--- src/rtl/multicycle_control.sv ---
// Multi-cycle main control FSM for the shared-memory MIPS datapath.
// Sequences fetch/decode/execute/memory/writeback, with a bounded memory wait and sticky traps.
module multicycle_control #(
  parameter int ALUOP_W     = 2,
  parameter int MEM_TIMEOUT = 0,
  parameter int CNT_W       = 8
) (
  input  logic               clk_i,
  input  logic               rst_i,
  input  logic               start_i,
  input  logic [5:0]         Op_i,
  input  logic               Zero_i,
  input  logic               mem_ready_i,
  output logic               PCWrite_o,
  output logic               IorD_o,
  output logic               MemRead_o,
  output logic               MemWrite_o,
  output logic               IRWrite_o,
  output logic               MemtoReg_o,
  output logic               RegDst_o,
  output logic               RegWrite_o,
  output logic               ALUSrcA_o,
  output logic [1:0]         ALUSrcB_o,
  output logic [ALUOP_W-1:0] ALUOp_o,
  output logic [1:0]         PCSource_o,
  output logic [3:0]         state_o,
  output logic               illegal_o,
  output logic               timeout_o
);

  typedef enum logic [3:0] {
    S_IDLE   = 4'd0,
    S_FETCH  = 4'd1,
    S_DECODE = 4'd2,
    S_MEMADR = 4'd3,
    S_MEMRD  = 4'd4,
    S_MEMWB  = 4'd5,
    S_MEMWR  = 4'd6,
    S_EXEC   = 4'd7,
    S_RWB    = 4'd8,
    S_BRANCH = 4'd9,
    S_JUMP   = 4'd10,
    S_ADDIEX = 4'd11,
    S_ADDIWB = 4'd12,
    S_TRAP   = 4'd15
  } state_e;

  localparam logic [5:0] OP_RTYPE = 6'b000000;
  localparam logic [5:0] OP_LW    = 6'b100011;
  localparam logic [5:0] OP_SW    = 6'b101011;
  localparam logic [5:0] OP_BEQ   = 6'b000100;
  localparam logic [5:0] OP_J     = 6'b000010;
  localparam logic [5:0] OP_ADDI  = 6'b001000;

  localparam logic [ALUOP_W-1:0] ALU_ADD   = ALUOP_W'(0);
  localparam logic [ALUOP_W-1:0] ALU_SUB   = ALUOP_W'(1);
  localparam logic [ALUOP_W-1:0] ALU_FUNCT = ALUOP_W'(2);

  localparam bit             TIMEOUT_EN  = (MEM_TIMEOUT > 0);
  localparam logic [CNT_W-1:0] TIMEOUT_CNT = CNT_W'(MEM_TIMEOUT);

  state_e           state_q, state_d;
  logic [CNT_W-1:0] cnt_q, cnt_d;
  logic             illegal_q, illegal_d;
  logic             timeout_q, timeout_d;
  logic             mem_wait;

  always_ff @(posedge clk_i or negedge rst_i) begin
    if (!rst_i) begin
      state_q   <= S_IDLE;
      cnt_q     <= '0;
      illegal_q <= 1'b0;
      timeout_q <= 1'b0;
    end else begin
      state_q   <= state_d;
      cnt_q     <= cnt_d;
      illegal_q <= illegal_d;
      timeout_q <= timeout_d;
    end
  end

  always_comb begin
    state_d    = state_q;
    cnt_d      = cnt_q;
    illegal_d  = illegal_q;
    timeout_d  = timeout_q;
    mem_wait   = 1'b0;
    PCWrite_o  = 1'b0;
    IorD_o     = 1'b0;
    MemRead_o  = 1'b0;
    MemWrite_o = 1'b0;
    IRWrite_o  = 1'b0;
    MemtoReg_o = 1'b0;
    RegDst_o   = 1'b0;
    RegWrite_o = 1'b0;
    ALUSrcA_o  = 1'b0;
    ALUSrcB_o  = 2'd0;
    ALUOp_o    = ALU_ADD;
    PCSource_o = 2'd0;

    case (state_q)
      S_IDLE: if (start_i) state_d = S_FETCH;
      S_FETCH: begin
        MemRead_o = 1'b1;
        ALUSrcB_o = 2'd1;
        if (mem_ready_i) begin
          IRWrite_o = 1'b1;
          PCWrite_o = 1'b1;
          state_d   = S_DECODE;
        end else begin
          mem_wait = 1'b1;
        end
      end
      // Branch target is precomputed here while the opcode is decoded.
      S_DECODE: begin
        ALUSrcB_o = 2'd3;
        case (Op_i)
          OP_RTYPE:     state_d = S_EXEC;
          OP_LW, OP_SW: state_d = S_MEMADR;
          OP_BEQ:       state_d = S_BRANCH;
          OP_J:         state_d = S_JUMP;
          OP_ADDI:      state_d = S_ADDIEX;
          default: begin
            state_d   = S_TRAP;
            illegal_d = 1'b1;
          end
        endcase
      end
      S_MEMADR: begin
        ALUSrcA_o = 1'b1;
        ALUSrcB_o = 2'd2;
        state_d   = (Op_i == OP_LW) ? S_MEMRD : S_MEMWR;
      end
      S_MEMRD: begin
        MemRead_o = 1'b1;
        IorD_o    = 1'b1;
        if (mem_ready_i) state_d = S_MEMWB;
        else             mem_wait = 1'b1;
      end
      S_MEMWB: begin
        MemtoReg_o = 1'b1;
        RegWrite_o = 1'b1;
        state_d    = S_FETCH;
      end
      S_MEMWR: begin
        MemWrite_o = 1'b1;
        IorD_o     = 1'b1;
        if (mem_ready_i) state_d = S_FETCH;
        else             mem_wait = 1'b1;
      end
      S_EXEC: begin
        ALUSrcA_o = 1'b1;
        ALUOp_o   = ALU_FUNCT;
        state_d   = S_RWB;
      end
      S_RWB: begin
        RegDst_o   = 1'b1;
        RegWrite_o = 1'b1;
        state_d    = S_FETCH;
      end
      S_BRANCH: begin
        ALUSrcA_o  = 1'b1;
        ALUOp_o    = ALU_SUB;
        PCSource_o = 2'd1;
        PCWrite_o  = Zero_i;
        state_d    = S_FETCH;
      end
      S_JUMP: begin
        PCSource_o = 2'd2;
        PCWrite_o  = 1'b1;
        state_d    = S_FETCH;
      end
      S_ADDIEX: begin
        ALUSrcA_o = 1'b1;
        ALUSrcB_o = 2'd2;
        state_d   = S_ADDIWB;
      end
      S_ADDIWB: begin
        RegWrite_o = 1'b1;
        state_d    = S_FETCH;
      end
      S_TRAP: ;
      default: state_d = S_TRAP;
    endcase

    // A ready in the limit cycle never reaches here, so completion beats timeout.
    if (mem_wait) begin
      if (TIMEOUT_EN && (cnt_q == TIMEOUT_CNT)) begin
        state_d   = S_TRAP;
        timeout_d = 1'b1;
      end else begin
        cnt_d = cnt_q + CNT_W'(1);
      end
    end
    if (state_d != state_q) cnt_d = '0;
  end

  assign state_o   = state_q;
  assign illegal_o = illegal_q;
  assign timeout_o = timeout_q;

endmodule

--- config.mk ---
export PLATFORM = sky130hd
export DESIGN_NAME = multicycle_control
export DESIGN_NICKNAME = d
export VERILOG_FILES = /design/src/rtl/multicycle_control.sv
export SDC_FILE = /design/constraint.sdc
export NUM_CORES = 1
export LEC_CHECK = 0
export BUFFER_PORTS_ARGS = -buffer_cell sky130_fd_sc_hd__buf_2
export CORE_UTILIZATION = 44
export DETAILED_ROUTE_END_ITERATION = 12
export PLACE_DENSITY = 0.78
export SYNTH_ARGS = -nofsm -noshare
export SYNTH_HDL_FRONTEND = slang
export SYNTH_SLANG_ARGS = --single-unit
--- constraint.sdc ---
create_clock -name clk_i -period 2.2 [get_ports clk_i]
set_clock_uncertainty 0.1 [all_clocks]
set_input_delay 0.55 -clock clk_i [delete_from_list [all_inputs] [get_ports clk_i]]
set_output_delay 0.55 -clock clk_i [all_outputs]
set_load 0.01 [all_outputs]
After elaboration in Yosys (flattened, before gate mapping)
Index checks and enable logic that the tools add are counted.

Register bits: 5. Input port bits: 11. Output and inout bits: 21. Logic and storage cells: 58.

Equality and inequality tests: 22. Mux-type cells: 20. Bitwise logic cells: 2. Reductions and logical operators: 12.

Operators with widths (number): $pmux 4 s10 (1); $eq 4x4->1 const B (6); $pmux 4 s5 (1); $eq 4x3->1 const B (4); $mux 4 (4); $eq 6x6->1 const B (2); $mux 1 (9); $eq 4x2->1 const B (2); $ne 2x2->1 const B (4); $pmux 2 s2 (2); $reduce_or 2->1 (4); $eq 6x2->1 const B (1); $eq 6x3->1 const B (1); $eq 6x4->1 const B (1); $logic_not 6->1 (1); $pmux 2 s3 (1); $reduce_or 6->1 (1); $reduce_and 5->1 (1); $reduce_or 5->1 (1); $eq 4x1->1 const B (1); $logic_not 4->1 (1); $reduce_or 4->1 (1); $pmux 1 s3 (1); $reduce_or 3->1 (1); 3 further kinds (4).

Longest topological paths before layout
Depth in word-level cells: 4. Depth in mapped cells: 6. Gate-level depth less buffers: 5.

Least setup slack after synthesis
OpenSTA, ideal clock, no wires.

Path kind: flip-flop to output port. Start: register state_q[2], in the netlist state_o[2]. End: output PCWrite_o. Data arrival time: 1276 ps. Required time: 1550 ps. Slack: 274 ps. Stages on the path, launching flop included: 5. Buffers on the path: 1. Path through: dfrtp_1 -> clkbuf_1 -> nand2b_1 -> nor2_1 -> a211o_1.

Word-level cells in the longest chain between the ends: 2. Elaborated cells between the ends (all ways): 4. Those cells by class: eq/ne: 3; mux: 1.

Ends and longest elaborated chain: start: declaration (RTL line 62) `state_e state_q, state_d;`; start signal: assignment (RTL line 75) `state_q <= state_d;`; $eq 4x4->1 or $eq 4x1->1 (tied branches) (RTL line 101) `case (state_q)`; $pmux 1 s3 (*) (RTL line 101); end: declaration (RTL line 14) `output logic PCWrite_o,`.

Every way passes the cells marked *; elsewhere a longest branch is shown, timed or not.

Worst setup path in the final report
Ends and elaborated chain as after synthesis.

==> impl_metrics.tcl <==
set metrics [dict create \
    status "finished, final reports clean" \
    ir_drop_uv 358.7 \
    switching_share_pct 31.48 \
    setup.worst_path.end_class "output port" \
    synth_edf_count 0 \
    fin_crit_ns 2.086 \
    initial_utilization_pct 47.79 \
    synth.area.top_cells "dfrtp_1 20%, nor2_1 7.8%, nand2b_1 5.0%, nor3_1 4.8%, a21oi_1 3.2%" \
    power_switching_uw 84.36 \
    pwr-share-comb_pct 20.9 \
    startpoint_type "flop" \
    ys_async_sr_fraction_pct 100.0 \
    clk_pin_slew_ns 0.05 \
    synthFlopType "dfrtp_1" \
    grt_pass1_wl_um 2428 \
    synth_top_area_cell "dfrtp_1" \
    yosysSeqAreaShare_pct 20.12 \
    syn_inst 88 \
    reg2reg_to "state_o[1]$_DFFE_PN0P_" \
    gp_congestion 0.8440 \
    r2r-start "state_o[2]$_DFFE_PN0P_" \
    finalNetCount 131 \
    htree_num_levels 1 \
    synth_top_area_share_pct 20.12 \
    syn_area_per_cell_sq_um 7.066 \
    worstSkewPairLatency_ns 0.25 \
    antenna_found_initial 0 \
    dieArea_sq_mm 0.001568 \
    wl_per_cell_um 12.68 \
    p_per_area_mw_per_mm2 326.0 \
    drive_above_1_share_pct 36.97 \
    rows 13 \
    max_cap_violations 0 \
    dr.first_iter.drc_count 30 \
    antenna_left 0 \
    io_pins 32 \
    hp-class "flop to flop" \
    worstSetupStartpoint "state_o[2]$_DFFE_PN0P_" \
    power.leakage_nw 0.3856 \
    endpoint "PCWrite_o" \
    rsz0062_at_grt "no" \
    fin_crit_sh_pct 94.83 \
    antenna_cells 0 \
    crit_required_ns 1.55 \
    total_power_uw 268.0 \
    dp_hpwl_um 1267 \
    portBuffers 30 \
    dr.pass1.iters 4 \
    crit_arrival_ns 1.44 \
    ys_ff_latch 5 \
    core_sq_mm 0.001301 \
    setup_violations 0 \
    synth.cell_area_sq_um 621.8 \
    grt_max_degree 15 \
    syn-num-nets 99 \
    ys_types 40 \
    pwr-share-clk_pct 42.7 \
    grt_pass1_vias 573 \
    route.vias.total 767 \
    report.final.slew_viol_count 0 \
    grt_usage_pct 22.90 \
    hold_viol 0 \
    grt.overflow.total 0 \
    die_w_um 39.60 \
    critical_path_class "flop to output port" \
    layout-area-overhead-vs-synth_pct 32.19 \
    synth_most_common_cell "nor2_1" \
    yosys_warnings 0 \
    cts_buffers 3 \
    die_h_um 39.60 \
    synth_top_cells_by_count "13 x nor2_1, 6 x nor3_1, 5 x dfrtp_1, 5 x nand2_1, 5 x nand2b_1" \
    routed_wl_um 1699 \
    cts_sinks 5 \
    r2r_slack_ns 0.22 \
    finalSetupTns_ns 0 \
    root_buffer "clkbuf_4" \
    cts_tree "done" \
    cp_max_fo 13 \
    avgViaCountPerCell 5.724 \
    fmax_ghz 0.4793 \
    p_int_uw 183.7 \
    drcViolationCount 0 \
    ff2ff_path_depth 5 \
    cts_buffer_depth 2 \
    power_frac_seq_pct 36.4 \
]
how the worst min path moves through the flow:
stage,to,slack (ns),cells past startpoint,startpoint
finish,illegal_o$_DFFE_PN0P_,0.36,1,illegal_o$_DFFE_PN0P_
CTS,illegal_o$_DFFE_PN0P_,0.36,1,illegal_o$_DFFE_PN0P_
detailed placement,state_o[2]$_DFFE_PN0P_,0.27,1,rst_i
global placement,state_o[2]$_DFFE_PN0P_,0.27,1,rst_i
floorplan,illegal_o$_DFFE_PN0P_,0.15,0,rst_i
global route,illegal_o$_DFFE_PN0P_,0.37,1,illegal_o$_DFFE_PN0P_
sequential cells by signal, summed over array words and instances (netlist names):
| signal | cells |
|---|---|
| illegal_o | 1 |
| state_o | 4 |
kinds of logic after synthesis:
| group | after synthesis | share of synthesized area [%] |
|---|---|---|
| AOI/OAI and AO/OA | 25 | 29.98 |
| xor gates and xnor gates | 2 | 2.817 |
| buffers and inverters | 9 | 6.236 |
| DFF | 5 | 20.12 |
| muxes | 1 | 1.610 |
| other | 1 | 0.6030 |
| and+or+nand+nor | 45 | 38.63 |
stage by stage:
step | hold WS (ns) | cell area, sq um | setup slack, ns | utilization [%] | cells
finish | 0.3569 | 822.0 | 0.1137 | 63.17 | 134
global route | 0.3720 | 822.0 | 0.03946 | 63.17 | 134
CTS | 0.3641 | 815.8 | 0.01911 | 62.69 | 134
detailed placement | 0.2722 | 778.2 | 0.1158 | 59.81 | 129
global placement | 0.2697 | 778.2 | 0.1468 | 59.81 | 129
floorplan | 0.1544 | 621.8 | 0.2743 | - | 88
critical path, stage by stage, from the launching register on:
cell and delay, ns:
dfrtp_2 0.48, nand2b_1 0.21, nor2_1 0.08, a211o_1 0.28, buf_2 0.14
layout by cell type (no fill, tap or decap), types with 4 or more instances in the layout:
cell and instances:
nand2_1 5, nand2b_1 5, a21oi_1 4, buf_2 30, nor2_1 12, nor3_1 6, o21ai_0 4
routing by layer:
layer  global-route usage, %  up-vias  wire length (um)
met3                   6.818        0                74
met4                   2.586        0                 0
met5                       0        -                 0
met2                   36.48       23               837
met1                   30.93      359               787
li1                        -      385                 -
layout make-up:
type / instances / area (sq um)
flip-flops and latches: 5 / 128.9
well taps: 15 / 18.77
clock buffers: 3 / 22.52
inverters: 3 / 11.26
fillers: 120 / 479.2
clock inverters: 1 / 5.005
repair buffers: 33 / 175.2
multi-input cells: 74 / 460.4
power by group through the flow:
stage / combinational (mW) / sequential (mW) / clock [mW]
after floorplan: 0.0271 / 0.0999 / 0
after global placement: 0.0524 / 0.0990 / 0
after detailed placement: 0.0538 / 0.0992 / 0
after CTS: 0.0553 / 0.0976 / 0.117
after global routing: 0.0623 / 0.0980 / 0.122
final: 0.0561 / 0.0976 / 0.114
repair_timing:
action,in CTS,in global routing
endpoints found under the setup margin,0,3
resized for setup,0,4
setup buffers,0,0
hold buffers,1,0
endpoints found under the hold margin,4,0
No activity file was read; power rests on OpenSTA's default activity.
